`src/rtl/memory_bus_arbiter.sv`:
```
// Two-to-one arbiter sharing one Wishbone-style bus between the instruction and data ports,
// with alternating priority on contention and a per-cycle timeout that returns an error ack.
//
// state      | meaning
// IDLE       | no bus cycle; choose the next port
// GRANT_INST | bus cycle running for the instruction port
// GRANT_DATA | bus cycle running for the data port
module memory_bus_arbiter #(
    parameter int Width         = 32,
    parameter int AddrWidth     = 32,
    parameter int TimeoutCycles = 255
) (
    input  logic                   i_clock,
    input  logic                   i_reset,
    input  logic                   i_inst_mem_en,
    input  logic [AddrWidth-1:0]   i_inst_mem_addr,
    output logic                   o_inst_mem_ack,
    output logic                   o_inst_mem_err,
    output logic [Width-1:0]       o_inst_mem_rd_dat,
    input  logic                   i_data_mem_en,
    input  logic                   i_data_mem_we,
    input  logic [AddrWidth-1:0]   i_data_mem_addr,
    input  logic [Width/8-1:0]     i_data_mem_sel,
    input  logic [Width-1:0]       i_data_mem_wr_dat,
    output logic                   o_data_mem_ack,
    output logic                   o_data_mem_err,
    output logic [Width-1:0]       o_data_mem_rd_dat,
    output logic                   o_mem_cyc,
    output logic                   o_mem_stb,
    output logic                   o_mem_we,
    output logic [AddrWidth-1:0]   o_mem_addr,
    output logic [Width/8-1:0]     o_mem_sel,
    output logic [Width-1:0]       o_mem_wr_dat,
    input  logic                   i_mem_ack,
    input  logic [Width-1:0]       i_mem_rd_dat
);

    localparam int TimerWidth = $clog2(TimeoutCycles + 1);
    localparam logic [TimerWidth-1:0] TimerLast = TimerWidth'(TimeoutCycles - 1);

    typedef enum logic [1:0] {
        IDLE       = 2'd0,
        GRANT_INST = 2'd1,
        GRANT_DATA = 2'd2
    } state_t;

    state_t                  r_state;
    state_t                  w_state_next;
    logic                    r_last_data;
    logic [TimerWidth-1:0]   r_timer;
    logic                    r_we;
    logic [AddrWidth-1:0]    r_addr;
    logic [Width/8-1:0]      r_sel;
    logic [Width-1:0]        r_wr_dat;

    logic w_take_inst;
    logic w_take_data;
    logic w_busy;
    logic w_inst_grant;
    logic w_data_grant;
    logic w_timeout;
    logic w_done;

    // Outputs are qualified by i_reset so nothing leaks out while reset is held.
    assign w_busy       = i_reset && (r_state != IDLE);
    assign w_inst_grant = i_reset && (r_state == GRANT_INST);
    assign w_data_grant = i_reset && (r_state == GRANT_DATA);
    assign w_timeout    = w_busy && !i_mem_ack && (r_timer == TimerLast);
    assign w_done       = w_busy && (i_mem_ack || w_timeout);

    always_comb begin
        w_state_next = r_state;
        w_take_inst  = 1'b0;
        w_take_data  = 1'b0;
        case (r_state)
            IDLE: begin
                if (i_data_mem_en && (!i_inst_mem_en || !r_last_data)) begin
                    w_take_data  = 1'b1;
                    w_state_next = GRANT_DATA;
                end else if (i_inst_mem_en) begin
                    w_take_inst  = 1'b1;
                    w_state_next = GRANT_INST;
                end
            end
            GRANT_INST, GRANT_DATA: begin
                if (w_done) begin
                    w_state_next = IDLE;
                end
            end
            default: w_state_next = IDLE;
        endcase
    end

    always_ff @(posedge i_clock) begin
        if (!i_reset) begin
            r_state     <= IDLE;
            r_last_data <= 1'b0;
            r_timer     <= '0;
            r_we        <= 1'b0;
            r_addr      <= '0;
            r_sel       <= '0;
            r_wr_dat    <= '0;
        end else begin
            r_state <= w_state_next;
            if (w_take_inst) begin
                r_we        <= 1'b0;
                r_addr      <= i_inst_mem_addr;
                r_sel       <= '1;
                r_wr_dat    <= '0;
                r_last_data <= 1'b0;
                r_timer     <= '0;
            end else if (w_take_data) begin
                r_we        <= i_data_mem_we;
                r_addr      <= i_data_mem_addr;
                r_sel       <= i_data_mem_sel;
                r_wr_dat    <= i_data_mem_wr_dat;
                r_last_data <= 1'b1;
                r_timer     <= '0;
            end else if (w_busy && !w_done) begin
                r_timer <= r_timer + 1'b1;
            end
        end
    end

    assign o_inst_mem_ack    = w_inst_grant && w_done;
    assign o_inst_mem_err    = w_inst_grant && w_timeout;
    assign o_inst_mem_rd_dat = (w_inst_grant && i_mem_ack) ? i_mem_rd_dat : '0;

    assign o_data_mem_ack    = w_data_grant && w_done;
    assign o_data_mem_err    = w_data_grant && w_timeout;
    assign o_data_mem_rd_dat = (w_data_grant && i_mem_ack) ? i_mem_rd_dat : '0;

    assign o_mem_cyc    = w_busy;
    assign o_mem_stb    = w_busy;
    assign o_mem_we     = w_busy && r_we;
    assign o_mem_addr   = w_busy ? r_addr   : '0;
    assign o_mem_sel    = w_busy ? r_sel    : '0;
    assign o_mem_wr_dat = w_busy ? r_wr_dat : '0;

endmodule

```
`config.mk`:
```
export PLATFORM = sky130hd
export DESIGN_NAME = memory_bus_arbiter
export DESIGN_NICKNAME = d
export VERILOG_FILES = /design/src/rtl/memory_bus_arbiter.sv
export SDC_FILE = /design/constraint.sdc
export NUM_CORES = 1
export LEC_CHECK = 0
export ABC_CLOCK_PERIOD_IN_PS = 4600
export BUFFER_PORTS_ARGS = -buffer_cell sky130_fd_sc_hd__buf_4
export CORE_AREA = 2 2 106 108
export DETAILED_ROUTE_END_ITERATION = 12
export DIE_AREA = 0 0 108 110
export MAX_ROUTING_LAYER = met4
export PLACE_DENSITY = 0.84
export SYNTH_ARGS = -nofsm -noshare
export SYNTH_HDL_FRONTEND = slang
export SYNTH_SLANG_ARGS = --single-unit
```
`constraint.sdc`:
```
create_clock -name i_clock -period 4.6 [get_ports i_clock]
set_clock_uncertainty 0.05 [all_clocks]
set_input_delay 0.23 -clock i_clock [delete_from_list [all_inputs] [get_ports i_clock]]
set_output_delay 0.23 -clock i_clock [all_outputs]
set_load 0.05 [all_outputs]
```
# Yosys cells after proc, flatten, opt, wreduce, memory -nomap -nowiden
# Index checks and enable logic that the tools add are counted.
[classes]
addsub = 1
n_mul = 0
div_mod_pow = 0
order_cmp = 0
n_eq_ne = 5
shift = 0
mux = 18
n_bitwise = 1
reduce_logical = 28
[ops]
columns = ["operator", "n"]
rows = [
  ["$mux 32", 6],
  ["$logic_and 1x1->1", 15],
  ["$mux 4", 3],
  ["$add 8x1->8 const B", 1],
  ["$eq 8x8->1 const B", 1],
  ["$mux 2", 3],
  ["$mux 1", 5],
  ["$logic_not 1->1", 4],
  ["$pmux 2 s2", 1],
  ["$reduce_bool 2->1", 2],
  ["$reduce_or 2->1", 2],
  ["$ne 3x3->1 const B", 1],
  ["$reduce_or 3->1", 1],
  ["$eq 2x1->1 const B", 1],
  ["$eq 2x2->1 const B", 1],
  ["$logic_not 2->1", 1],
  ["$logic_or 1x1->1", 2],
  ["$ne 2x2->1 const B", 1],
  ["$reduce_and 2->1", 1],
  ["$not 1->1", 1],
]
[totals]
reg_bits = 80
latch_bits = 0
mem_bits_rw = 0
rom_bits = 0
in_bits = 138
out_inout_bits = 139
word_cells = 60
memories = 0

# Logic depth before layout (Yosys ltp)
# Gate-level depths: netlist of the first run.
[depth]
word_depth = 8
mapped_depth = 8
mapped_depth_nobuf = 6

# Least setup slack after synthesis of the first run
# Ideal clock, no wire load.
[synth_timing]
kind = "reg-to-output"
start = "register r_state[0]"
end = "output o_mem_wr_dat[22]"
arrival_ns = 1.948
required_time_ns = 4.320
path_slack_ns = 2.372
stages_incl_launch_ff = 7
n_path_buf = 2
path_cell_list = "dfxtp_1 > inv_1 > ha_1 > buf_6 > nor2_1 > clkbuf_1 > and2_1"
[synth_via]
elab_chain_cells = 3
[synth_lines]
columns = ["element", "line_no", "source"]
rows = [
  ["start: declaration", "47", "state_t r_state;"],
  ["start signal: assignment", "104", "r_state <= w_state_next;"],
  ["$reduce_bool 2->1", "65", "assign w_busy = i_reset && (r_state != IDLE);"],
  ["$logic_and 1x1->1", "65", ""],
  ["via o_mem_cyc", "28", "output logic o_mem_cyc,"],
  ["$mux 32", "138", "assign o_mem_wr_dat = w_busy ? r_wr_dat : '0;"],
  ["end: declaration", "33", "output logic [Width-1:0] o_mem_wr_dat,"],
]
# The timed path passes the listed nets, and every way through them passes these cells.

# Final worst setup path of the first run
[layout_timing]
start = "register r_state[0]"
end = "output o_data_mem_ack"
[layout_via]
elab_chain_cells = 7
elab_cells_between_ends = 9
classes_between = "eq/ne (1); reduce/logical (8)"
[layout_lines]
columns = ["element", "line_no", "source"]
rows = [
  ["$reduce_bool 2->1", "65", ""],
  ["$logic_and 1x1->1", "65", ""],
  ["$logic_and 1x1->1 (2 in a row)", "68", "assign w_timeout = w_busy && !i_mem_ack && (r_timer == TimerLast);"],
  ["$logic_or 1x1->1", "69", "assign w_done = w_busy && (i_mem_ack || w_timeout);"],
  ["$logic_and 1x1->1", "69", ""],
  ["$logic_and 1x1->1 (*)", "129", "assign o_data_mem_ack = w_data_grant && w_done;"],
  ["end: declaration", "25", "output logic o_data_mem_ack,"],
]
# Mark *: on every way between the ends. The rest lies on a longest branch, timed or not.

==> run summary, run 1 <==
The top cell family by delay on the critical path is simple AND/OR/NAND/NOR gates. Detailed routing inserted a total of 4,497 vias. The max-slew violation count is 0, and the placed instance area is 6110 µm².

Total leakage power: 3.04 nW. The kind of path behind the tightest hold check was input pin to flip-flop. The run gives 0.847 as the final RePlAce weighted congestion. The maximum number of pins on one net before global-route repair is 76. For the pin with the worst max-slew slack, the measured transition is 1.27 ns. The HPWL after detailed placement is 10.8 mm. The tools report the remaining design rule violation count as 0. In this run, post-CTS hold repair placed 0 buffers. At the worst endpoint, the arrival time is 2.69 ns. STA classifies the critical path endpoint as a primary output. The mux contribution to synthesized area was 0.00501. The part of the Yosys area used for sequential elements came out at 0.401. The run finished with clean final reports. The number of enable-type register cells in the synthesized netlist is 0, and the final global-route overflow total is 0.

The run gives 0.232 as the total routing resource utilization after global routing. Setup repair after global routing left no endpoint under its margin. Max-cap violations in this run came to 0. The quantity of gates resized following cts is 0, and the minimum period implied by the final worst setup slack is 2.97 ns. In this run the post-CTS setup repair buffer count came out at 0. TritonCTS built the clock tree. In this design, the stage delay of the slowest critical-path cell is 1.01 ns. The number of buffer cells added on primary ports is 276. After routing, the total negative slack on setup checks comes to 0 ns. The share of flip-flops with an asynchronous set or reset after synthesis is 0. Once placement completed, the tool counted placed cells totaling 881. The signal on the critical path passes through inv_1 -> ha_1 -> nor2_4 -> o21a_1 -> and2_1 -> buf_4.

Setup violations remaining at the end of the flow were counted as 0. The worst-case IR drop observed on VDD is 271 µV. The die covers 11,900 µm². The highest clock frequency the design can meet is 337 MHz. Along the worst path, the maximum fanout reaches 75.

The cell type with the largest total area after synthesis was sky130_fd_sc_hd__dfxtp_1. The cell at the slowest stage of the critical path was sky130_fd_sc_hd__nor2_4. Dividing the detail-routed wire length by the instance count gives 15.9 µm.

The number of rows in the core area came out at 38. The logs give 0.154 for the relative slew slack and 0 for the initial antenna violation count. The tools report the post-route non-filler standard cell count as 896. Measured along the x axis, the die boundary spans 108 µm. The compound-gate portion of the synthesized area came out at 0.157.

The count of final hold-check violations came out at 0. The cell sitting at the root of the clock tree is a sky130_fd_sc_hd__clkbuf_8. The count of nets left with antenna violations after detail routing was 0.

The post-synth design cell area was 4000 µm²; the area of the placeable core was 10,700 µm². The run gives 0.34 ns as the clock latency on the worst-skew pair. In the layout the commonest cells are sky130_fd_sc_hd__buf_4, sky130_fd_sc_hd__and2_1, sky130_fd_sc_hd__nand2_1. The die is 110 µm tall.

For the number of nets at the end of the flow, the log shows 895. Power spread over the standard cell area amounts to 429 nW/µm². Synthesis inferred 80 register bits. The post-synthesis simple-gate area fraction is 0.362, and the synthesized instance count is 502. The clock tree buffer depth is 2. The main combinational cell family by area after synthesis is simple AND/OR/NAND/NOR gates. Post-synthesis adder-cell area fraction: 0.0156.

The part of the cycle the worst path needs was 0.646. Using the TritonRoute via totals, the vias-per-cell ratio works out to 5.02. The run gives 4.32 ns as the worst path required time. The fraction of post-synthesis cell area in the top cell type by area was 0.401; the share of final-layout standard cells stronger than drive strength 1 was 0.403. Most frequent standard cell in the layout excluding fill and tap cells: sky130_fd_sc_hd__buf_4.

In the synthesized netlist the dominant register cell turns out to be sky130_fd_sc_hd__dfxtp_1. The post-layout instance area is 6310 µm². The number of antenna diodes in the final layout is 0. The first-pass detailed-route iteration total was 6; the synthesis-to-finish area growth was 57.9%.

The total CTS buffers is 9. The total detailed-routing wirelength was 14.3 mm; the number of DRC markers in iteration 0 was 351. During I/O placement, the number of pins put on the boundary was 277. For this run, the number of Yosys warnings is 0. The tools report the number of levels in the clock H-tree as 3. The start-to-end type of the worst setup path was flip-flop to primary output.

For the number of global-route vias before repair, the log shows 4,247. The number of nets in the synthesized netlist is 645. The number of buffers and inverters on the critical path is 2. Number of unique standard cell types used by synthesis: 39. The tools report the count of clock tree sinks as 80. The run gives 0.374 as the starting utilization of the core area. The per-instance average area after synthesis was 7.96 µm². The fraction of synthesized cell area in xor and xnor cells was 0.00657. The worst setup path is launched from a flip-flop. The clock-pin slew reported for the worst setup and hold paths after clock tree synthesis was 0.07 ns; the wire length of the first global-routing pass was 20.9 mm.

Yosys attributes the largest share of cell area to sky130_fd_sc_hd__dfxtp_1, sky130_fd_sc_hd__and2_1, sky130_fd_sc_hd__a222oi_1.
==> final timing paths <==
| kind | from | endpoint | cells after the start | slack, ns |
|---|---|---|---|---|
| setup reg to reg | r_state[0] | r_state[1] | 5 | 2.13 |
| hold reg to reg | r_wr_dat[18] | r_wr_dat[18] | 2 | 0.40 |
| hold / removal | i_data_mem_wr_dat[11] | r_wr_dat[11] | 3 | 0.08 |
| setup / recovery | r_state[0] | o_data_mem_ack | 6 | 1.63 |
==> registers in the layout, indices dropped and copies added (netlist names) <==
| register | count |
|---|---|
| r_addr | 32 |
| r_sel | 4 |
| r_wr_dat | 32 |
| r_we | 1 |
| r_timer | 8 |
| r_state | 2 |
| r_last_data | 1 |
==> stage by stage <==
step                      utilization  setup WS (ns)  total power [mW]  hold WS (ns)
after floorplan                     -           2.37              1.82         0.316
after global placement          0.571           1.99              2.16         0.387
after detailed placement        0.571           1.95              2.19         0.393
after CTS                       0.590           1.55              2.73        0.0537
after global routing            0.590           1.32              2.88        0.0506
final                           0.590           1.63              2.71        0.0783
==> layer usage <==
metal / track usage / vias up / wire length [µm]
li1: - / 2185 / -
met1: 0.233 / 2103 / 5090
met2: 0.441 / 189 / 7780
met3: 0.0611 / 20 / 1100
met4: 0.0687 / 0 / 298
met5: - / - / 0
==> worst reg2reg max path: cells and delay by family (launching register included) <==
| kind | cells | cell delay, ns |
|---|---|---|
| simple gates | 1 | 1.01 |
| flops | 1 | 0.35 |
| compound gates | 1 | 0.34 |
| fa+ha+maj | 1 | 0.33 |
| mux | 1 | 0.19 |
| buf+inv | 1 | 0.07 |
==> kinds of logic (layout without fill, tap and decap cells) <==
logic type,count (synthesis),after routing
fa+ha+maj,5,5
buf+inv,49,303
simple gates,276,276
xor+xnor,3,3
mux,2,2
compound gates,87,87
flops,80,80
==> power breakdown <==
part	switching, mW	internal [mW]
Combinational	0.843	0.426
Sequential	0.0689	0.835
Clock	0.242	0.291
==> layout make-up <==
| type | instances | area, µm² |
|---|---|---|
| clock buffer | 12 | 165 |
| clock inverter | 3 | 40.0 |
| fill | 952 | 4390 |
| inverter | 8 | 30.0 |
| multi-input combinational | 373 | 2200 |
| sequential | 80 | 1600 |
| tap | 140 | 175 |
| timing repair buffer | 280 | 2100 |
==> Yosys cell counts, drive strengths merged, types with 2 or more instances <==
master,number
a21oi,39
a222oi,32
a31oi,4
and2,136
and3,5
buf,20
clkbuf,21
dfxtp,80
ha,5
inv,8
mux2i,2
nand2,85
nand4,2
nor2,38
o21ai,4
o31ai,2
or2,2
or3,2
xor2,2
Note: power is estimated with default switching activity, not from simulation.
==> inputs of run 2 (changes only) <==
- ABC_CLOCK_PERIOD_IN_PS: 4600 -> 3100
- CORE_AREA: 2 2 106 108 -> 2 2 107 109
- DIE_AREA: 0 0 108 110 -> 0 0 109 111
- PLACE_DENSITY: 0.84 -> 0.82
- clock period: 4.6 -> 3.1 ns (I/O delays scaled with it)
==> run 2 against run 1 <==
  * Combinational power is 51% higher
  * Die area is 1.8% higher
  * Sequential power is 50% higher
  * Global-route usage is 0.41 points lower
  * Register-to-register slack worse by 1.2 ns
  * Worst hold slack worse by 0.055 ns
  * Largest power group unchanged
  * Routed wire length is 2.2% lower
  * Final cell count is 0.89% higher
  * Sequential share of layout area is 0.79 points lower
  * Largest cell class unchanged
  * Power is 67% higher
  * Utilization is 0.19 points lower
  * Via count is 0.42% lower
==> run summary, run 2 (same netlist as run 1, synthesis figures left out) <==
The run finished with clean final reports. Clock-pin slew reported for the worst setup and hold paths after clock tree synthesis: 0.06 ns. STA classifies the critical path endpoint as a primary output.

Critical path depth: 6. The run gives 39 as the number of rows in the core area. The run gives 3 as the number of levels in the clock H-tree. Relative contribution of combinational cells to total power: 0.426. The net switching power figure is 1.79 mW.

The most frequent standard cell in the layout excluding fill and tap cells is sky130_fd_sc_hd__buf_4. The part of the cycle the worst path needs came out at 0.828. Pin placement for this block handled 277 I/O pins.

The total of max-cap violations was 0. The initial antenna violation count came out at 1. The top cell types in the final layout, fill and taps aside, are sky130_fd_sc_hd__buf_4, sky130_fd_sc_hd__and2_1, sky130_fd_sc_hd__nand2_1. Across all register-to-register paths, the minimum setup slack is 0.95 ns. The run gives 9 as the total CTS buffers.

TritonCTS built the clock tree. The final RePlAce weighted congestion came out at 0.870. The total area inside the core boundary comes to 11,100 µm². For the worst flop-to-flop path, the logic depth is 6. The first routing iteration left 325 violations. After detailed routing, the average wire length per cell comes to 15.4 µm. The number of buffers and inverters on the critical path is 3. By startpoint and endpoint, the worst setup path is classified as flip-flop to primary output. The count of final hold-check violations was 0; the total detailed-routing wirelength was 14.0 mm. The cell at the slowest stage of the critical path is sky130_fd_sc_hd__nor2_4. The die boundary width came out at 109 µm. Critical path capture point: o_mem_addr[10].

The max-slew violation count was 0; the clock latency on the worst-skew pair was 0.32 ns. STA puts the critical path data required time at 2.89 ns. The run gives 0.300 as the sequential share of power.

After global routing the overflow that remains totals 0. The via total after detailed routing was 4,478. The run gives 0 as the final setup violation count. The relative slew slack is 0.440. In this run the critical register-to-register path is captured at r_sel[0]. The share of final-layout standard cells stronger than drive strength 1 is 0.407, and the number of global-route vias before repair is 4,082.

For this run, the top clock speed supported by timing is 390 MHz. The analysis attributes to cell leakage a power of 3.13 nW. The areal power density over the cells is 693 nW/µm². The worst register-to-register path begins at r_state[0]. The largest registers in the layout are r_addr x32, r_wr_dat x32, r_timer x8.

Gates resized during post-CTS repair numbered 0. The kind of path behind the tightest hold check is input pin to flip-flop. After layout, the design draws a total of 4.52 mW. For the pin with the worst max-slew slack, the measured transition is 0.840 ns. Of all nets on the critical path, the largest fanout is 41.

After legalization and detailed placement, the total HPWL measured 10.5 mm. The worst endpoint data arrival time is 2.36 ns, and the delay contributed by the slowest stage of the critical path is 0.65 ns. The remaining design rule violation count is 0, and the number of buffer cells added on primary ports is 276. The tools report the starting utilization of the core area as 0.361. The signal on the critical path passes through inv_1 -> ha_1 -> nor2_4 -> buf_12 -> and2_1 -> buf_4. The clock tree buffer depth is 2. The tools report the cell at the root of the clock tree as sky130_fd_sc_hd__clkbuf_16. The die is 111 µm tall. For the power share of the clock group, the log shows 0.274. The top cell family by delay on the critical path was simple AND/OR/NAND/NOR gates.

In the routed layout, each cell is associated on average with a via count of 4.95. The routed design could run at a clock period as short as 2.57 ns. The die covers 12,100 µm².

The number of setup buffers added after CTS is 0. The net count of the finished layout is 898. The count of clock tree sinks was 80.

The total routing resource utilization after global routing is 0.228. The hold buffer count at CTS was 0. The launching element type of the critical path was a flip-flop. Setup repair after global routing left no endpoint under its margin.

The wire length of the first global-routing pass is 20.9 mm. The detail route stage leaves a number of antenna-violating nets equal to 0. The tools report the first-pass detailed-route iteration total as 8. Tracing the worst setup path back leads to its startpoint at r_state[0].

The net switching share of the total power is 0.396, and the maximum number of pins on one net before global-route repair is 42. The worst vdd rail ir drop is 306 µV. The internal power contribution is 2.73 mW, and the synthesis-to-finish area growth is 62.9%.

In the final timing run, aggregate negative setup slack is 0 ns.
## run 2: metal layers
layer / vias up / part of all wire / GRT usage
met5: - / 0 / -
met4: 0 / 0.028 / 0.0923
met3: 29 / 0.075 / 0.0529
met2: 176 / 0.53 / 0.400
met1: 2076 / 0.37 / 0.242
li1: 2197 / - / -
## run 2: how the worst min path moves through the flow
stage | start | end | depth (start not counted)
finish | i_data_mem_wr_dat[22] | r_wr_dat[22] | 3
global route | i_data_mem_wr_dat[20] | r_wr_dat[20] | 3
CTS | i_data_mem_wr_dat[4] | r_wr_dat[4] | 3
detailed placement | i_data_mem_wr_dat[31] | r_wr_dat[31] | 3
global placement | i_data_mem_wr_dat[14] | r_wr_dat[14] | 3
floorplan | i_data_mem_we | r_we | 2
## run 2: area by class of cell
class / count / area, µm²
inverters: 8 / 30.0
well taps: 143 / 179
clock inverters: 6 / 115
fillers: 1044 / 4560
multi-input cells: 373 / 2200
flip-flops and latches: 80 / 1600
diodes: 1 / 2.50
repair buffers: 283 / 2150
clock buffers: 10 / 239
## run 2: stage by stage
step                      worst slack [ns]  std cells   util  hold slack [ns]  cell area [µm²]
final                                0.533        904  0.588           0.0233             6510
after global routing                 0.344        904  0.588           0.0134             6510
after CTS                            0.491        903  0.588           0.0109             6510
after detailed placement             0.865        887  0.556            0.360             6160
after global placement               0.928        887  0.556            0.351             6160
after floorplan                      0.947        502      -            0.241             4000
## run 2: worst min-delay path: cells and delay by family
family	cells	cell delay [ns]
AOI/OAI and AO/OA	1	0.05
buffers and inverters	1	0.11
and+or+nand+nor	1	0.04
## run 2: power by group through the flow
stage	registers [mW]	logic [mW]	clock network [mW]
floorplan	1.33	1.38	0
global placement	1.37	1.91	0
detailed placement	1.38	1.93	0
CTS	1.35	1.93	1.27
global route	1.38	2.09	1.32
finish	1.36	1.92	1.24
